### config.mk
export PLATFORM = sky130hd
export DESIGN_NAME = anubis_dec_key_feeder
export DESIGN_NICKNAME = d
export VERILOG_FILES = /design/src/rtl/anubis_pkg.sv /design/src/rtl/anubis_theta.sv /design/src/rtl/anubis_dec_key_feeder.sv
export SDC_FILE = /design/constraint.sdc
export NUM_CORES = 2
export LEC_CHECK = 0
export ABC_AREA = 1
export CAP_MARGIN = 25
export CORE_AREA = 2 2 682 616
export DETAILED_ROUTE_END_ITERATION = 8
export DIE_AREA = 0 0 684 618
export HOLD_SLACK_MARGIN = 0.03
export SYNTH_ARGS = -nofsm -noshare
export SYNTH_HDL_FRONTEND = slang
export SYNTH_SLANG_ARGS = --single-unit
### constraint.sdc
create_clock -name clk -period 12.6 [get_ports clk]
set_input_delay 3.78 -clock clk [delete_from_list [all_inputs] [get_ports clk]]
set_output_delay 3.78 -clock clk [all_outputs]
set_load 0.05 [all_outputs]
### src/rtl/anubis_pkg.sv
// Shared Anubis definitions: GF(2^8) helper, block type and feeder state encoding.
package anubis_pkg;

  localparam logic [7:0]  ANUBIS_GF_POLY    = 8'h1D;
  localparam int unsigned ANUBIS_MAX_ROUNDS = 18;

  typedef logic [127:0] anubis_block_t;

  typedef enum logic {LOAD, READ} state_t;

  // Multiply by x modulo x^8+x^4+x^3+x^2+1.
  function automatic logic [7:0] gf_xtime(input logic [7:0] a);
    return {a[6:0], 1'b0} ^ (a[7] ? ANUBIS_GF_POLY : 8'h00);
  endfunction

endpackage

### src/rtl/anubis_theta.sv
// Anubis theta: each state row multiplied by the symmetric matrix H = had(01,02,04,06).
module anubis_theta
  import anubis_pkg::*;
(
  input  anubis_block_t i_key,
  output anubis_block_t o_key
);

  logic [7:0] w_a;
  logic [7:0] w_x2;
  logic [7:0] w_x4;
  logic [7:0] w_acc;

  // H[k][j] depends only on k^j: 0->01, 1->02, 2->04, 3->06.
  always_comb begin
    o_key = '0;
    w_a   = '0;
    w_x2  = '0;
    w_x4  = '0;
    w_acc = '0;
    for (int unsigned i = 0; i < 4; i++) begin
      for (int unsigned j = 0; j < 4; j++) begin
        w_acc = '0;
        for (int unsigned k = 0; k < 4; k++) begin
          w_a  = i_key[127 - 8*(4*i + k) -: 8];
          w_x2 = gf_xtime(w_a);
          w_x4 = gf_xtime(w_x2);
          case (2'(k ^ j))
            2'd0:    w_acc = w_acc ^ w_a;
            2'd1:    w_acc = w_acc ^ w_x2;
            2'd2:    w_acc = w_acc ^ w_x4;
            default: w_acc = w_acc ^ w_x4 ^ w_x2;
          endcase
        end
        o_key[127 - 8*(4*i + j) -: 8] = w_acc;
      end
    end
  end

endmodule

### src/rtl/anubis_dec_key_feeder.sv
// Buffers a forward Anubis key schedule and replays it in decryption order.
// Define ANUBIS_DEC_THETA_EN to apply theta to the middle keys inside the feeder.
module anubis_dec_key_feeder
  import anubis_pkg::*;
#(
  parameter int unsigned MAX_ROUNDS = ANUBIS_MAX_ROUNDS
) (
  input  logic          clk,
  input  logic          rst_n,
  input  logic          clr,
  input  logic          wr_valid,
  output logic          wr_ready,
  input  anubis_block_t wr_key,
  input  logic          wr_last,
  output logic          rd_valid,
  input  logic          rd_ready,
  output anubis_block_t rd_key,
  output logic          rd_first,
  output logic          rd_last,
  output logic          err_ovf
);

  localparam int unsigned PW = $clog2(MAX_ROUNDS + 1);
  localparam int unsigned IW = $clog2(MAX_ROUNDS + 2);
  localparam logic [PW-1:0] LAST_PTR = PW'(MAX_ROUNDS);

  anubis_block_t r_mem [0:MAX_ROUNDS];

  state_t        r_state;
  logic          r_wr_ready;
  logic          r_rd_valid;
  logic [PW-1:0] r_wr_ptr;
  logic [IW-1:0] r_count;
  logic [PW-1:0] r_rd_idx;
  logic          r_err_ovf;

  logic          w_wr_fire;
  logic          w_rd_fire;
  logic          w_wr_final;
  logic [IW-1:0] w_top_idx;
  logic          w_is_top;
  anubis_block_t w_raw;
  anubis_block_t w_key;

  assign w_wr_fire  = wr_valid && r_wr_ready && !clr;
  assign w_rd_fire  = rd_ready && r_rd_valid && !clr;
  assign w_wr_final = wr_last || (r_wr_ptr == LAST_PTR);
  assign w_top_idx  = r_count - IW'(1);
  assign w_is_top   = (IW'(r_rd_idx) == w_top_idx);
  assign w_raw      = r_mem[r_rd_idx];

`ifdef ANUBIS_DEC_THETA_EN
  anubis_block_t w_theta;
  logic          w_mid;

  anubis_theta u_theta (
    .i_key (w_raw),
    .o_key (w_theta)
  );

  // First and last decryption keys bypass theta; with count<=2 no index is "middle".
  assign w_mid = (r_rd_idx != '0) && !w_is_top;
  assign w_key = w_mid ? w_theta : w_raw;
`else
  assign w_key = w_raw;
`endif

  assign wr_ready = r_wr_ready;
  assign rd_valid = r_rd_valid;
  assign err_ovf  = r_err_ovf;
  assign rd_key   = r_rd_valid ? w_key : '0;
  assign rd_first = r_rd_valid && w_is_top;
  assign rd_last  = r_rd_valid && (r_rd_idx == '0);

  always_ff @(posedge clk) begin
    if (rst_n && w_wr_fire)
      r_mem[r_wr_ptr] <= wr_key;
  end

  always_ff @(posedge clk) begin
    if (!rst_n || clr) begin
      r_state    <= LOAD;
      r_wr_ready <= 1'b1;
      r_rd_valid <= 1'b0;
      r_wr_ptr   <= '0;
      r_count    <= '0;
      r_rd_idx   <= '0;
      r_err_ovf  <= 1'b0;
    end else begin
      case (r_state)
        LOAD: begin
          if (w_wr_fire) begin
            r_wr_ptr <= r_wr_ptr + PW'(1);
            if (w_wr_final) begin
              r_count    <= IW'(r_wr_ptr) + IW'(1);
              r_rd_idx   <= r_wr_ptr;
              r_state    <= READ;
              r_wr_ready <= 1'b0;
              r_rd_valid <= 1'b1;
              if (!wr_last)
                r_err_ovf <= 1'b1;
            end
          end
        end
        READ: begin
          if (w_rd_fire) begin
            if (r_rd_idx == '0)
              r_rd_idx <= PW'(w_top_idx);
            else
              r_rd_idx <= r_rd_idx - PW'(1);
          end
        end
        default: begin
          r_state    <= LOAD;
          r_wr_ready <= 1'b1;
          r_rd_valid <= 1'b0;
        end
      endcase
    end
  end

endmodule

==> flow_summary.ini <==
[floorplan]
ios = 267
die_h_um = 618
rows = 225
die_area_um2 = 422700
die_w_um = 684
design.core.area_um2 = 415800
initial_utilization = 0.2489

[global_route]
grt_max_degree = 272
overflow = 0
first_global_vias = 64520
antenna_found_initial = 62
grt_pass1_wl_um = 433100
grt_usage = 0.1363

[place]
dpl.cell_count = 14950
place_area_um2 = 111600
dpl.hpwl_um = 138600
port_buffers = 266
gp_congestion = 0.7258

[critical_path]
endpoint_kind = primary output
cp-start-kind = flip-flop
path_class = reg -> out
cp.required_ps = 8820
arrival_ps = 5250
worstPathMaxFanout = 175

[sta]
fmaxAchievable_mhz = 110.7
finalHoldViolCount = 0
relSlewSlack = 0.1725
clock_skew_ps = 55.03
worst_pin_slew_ps = 1241
drv_slew = 0
fin_tns_setup_ps = 0
fin_crit_sh = 0.7170
setup_viol_count_final = 0
finalCriticalPeriod_ps = 9035
grt_setup_unrepaired = no

[pwr]
power.leakage_uw = 0.04703
ir_drop_uv = 99.19
p_per_area_nw_per_um2 = 143.9

[logic_synthesis]
yosysUniqueCellTypes = 23
avgSynthCellArea_um2 = 10.82
synth-seq-cells = 2456
synth.most_common_cell = nand2_1
ys_warn_count = 0
synth_area_um2 = 103500
synth_nets = 9700
synth_edf_count = 2432
synth_top_area_share = 0.7057
async_flop_share = 0
ys.flop_type = edfxtp_1
synthCells = 9560
synth_top_area_cell = edfxtp_1
synth.area.top_cells = edfxtp_1 71%, nand2_1 12%, nand3_1 6.9%
synth_common_cells = 3243 x nand2_1, 2432 x edfxtp_1, 1424 x nand3_1, 1181 x inv_1, 296 x nor2_1
ys_seq_area_frac = 0.7103

[detailed_routing]
vias_per_cell = 4.363
drt-wirelength-per-cell_um = 19.34
dr_total_vias = 67470
drc_errors = 0
routed_wl_um = 299100
drtIter0Drc = 6835
antenna_left = 0
drt_first_pass_iters = 6

[cells_and_area]
fin_area_um2 = 120300
area_growth_pct = 16.21
drive_gt1_frac = 0.05008
layout.cells.non_filler = 15460
fin_util = 0.2892
nets = 9812

[clocking]
cts_resized = 0
post_cts_buffers = 0
cts_tree = yes
cts.sinks = 2456
clk_pin_slew_worst_paths_ps = 60
clock_path_buffers = 4
root_buffer = clkbuf_16
cts-buffers-inserted = 276
h-tree-depth = 5
clk_latency_ps = 890
cts_hold_buf = 0

[flow_run]
maxCapViolCount = 0

[min_path]
hold_class = reg -> reg

[outcome]
status = finished clean
==> sequential cells by signal, indices dropped and copies added, names as in the netlist, named ones only <==
signal    cells
err_ovf       1
r_count       5
r_mem      2432
r_rd_idx      5
r_state       1
r_wr_ptr      5
rd_valid      1
wr_ready      1
==> final timing paths <==
path / from / to / slack, ps / cells past startpoint
min: err_ovf / err_ovf / 460 / 2
min reg2reg: err_ovf / err_ovf / 460 / 2
max: flip-flop / rd_key[98] / 3570 / 11
max reg2reg: wr_ready / r_mem[2][50] / 8960 / 6
==> report_power, final <==
part	internal [uW]	switching, uW
clock network	4430	3280
registers	9010	9.64
logic	151	426
==> cells in the final DEF, fill, tap and decap left out <==
cell type and instances:
buf_4 60, a211oi_1 1, inv_6 10, clkinv_2 38, clkinv_8 8, clkinv_16 3, clkinvlp_4 8, o21ai_0 136
inv_1 1177, nor2_4 19, clkinv_1 68, clkbuf_1 54, nor2_1 277, nand4_1 3, buf_16 3, clkdlybuf4s50_1 266
buf_12 32, a22oi_1 2, inv_8 6, xor2_1 10, inv_16 4, diode_2 17, dfxtp_4 4, edfxtp_1 2432
a21oi_1 269, nand3_1 1424, clkinv_4 3, ha_1 6, clkbuf_16 280, bufinv_16 16, inv_2 1, nand2_1 3243
o211ai_1 1, dfxtp_1 20, nor3_1 1
==> cell families after synthesis <==
kind of cell,after synthesis,share of synthesized area
AOI/OAI and AO/OA,409,0.01988
xor gates and xnor gates,10,0.0008463
adders and majority gates,6,0.0007254
buffers and inverters,1712,0.07074
DFF,2456,0.7103
and+or+nand+nor,4967,0.1975
==> metal layers <==
| metal | up-vias | routed length [um] | GRT usage |
|---|---|---|---|
| li1 | 31860 | - | - |
| met1 | 32900 | 134900 | 0.1880 |
| met2 | 2208 | 134700 | 0.2164 |
| met3 | 459 | 21110 | 0.02599 |
| met4 | 42 | 8066 | 0.04233 |
| met5 | - | 279 | 0 |
==> layout make-up <==
type	instances	area, um^2
timing repair buffer	361	3836
fill	42180	295500
multi-input combinational	5392	22800
tap	5561	6958
clock inverter	157	1378
antenna	17	42.54
clock buffer	334	7209
inverter	1185	4512
sequential	2456	73530
==> worst max-delay path: stages (launching register included) <==
cell and delay [ps]:
dfxtp_4 740, buf_4 870, buf_12 570, nand2_1 120
nand2_1 110, nand2_1 50, nand3_1 100, nand3_1 120
nand3_1 120, nand2_1 230, inv_1 120, clkdlybuf4s50_1 910
==> metrics by stage <==
step | power [uW] | setup WS (ps) | hold WS (ps)
2_1_floorplan | 9488 | 2310 | 442.8
3_3_place_gp | 9760 | 4429 | 441.1
3_5_place_dp | 9767 | 4509 | 444.6
4_1_cts | 17460 | 3528 | 455.4
5_1_grt | 17830 | 3238 | 515.8
6_report | 17310 | 3565 | 455.6
Power figures use the tool's default switching activity.
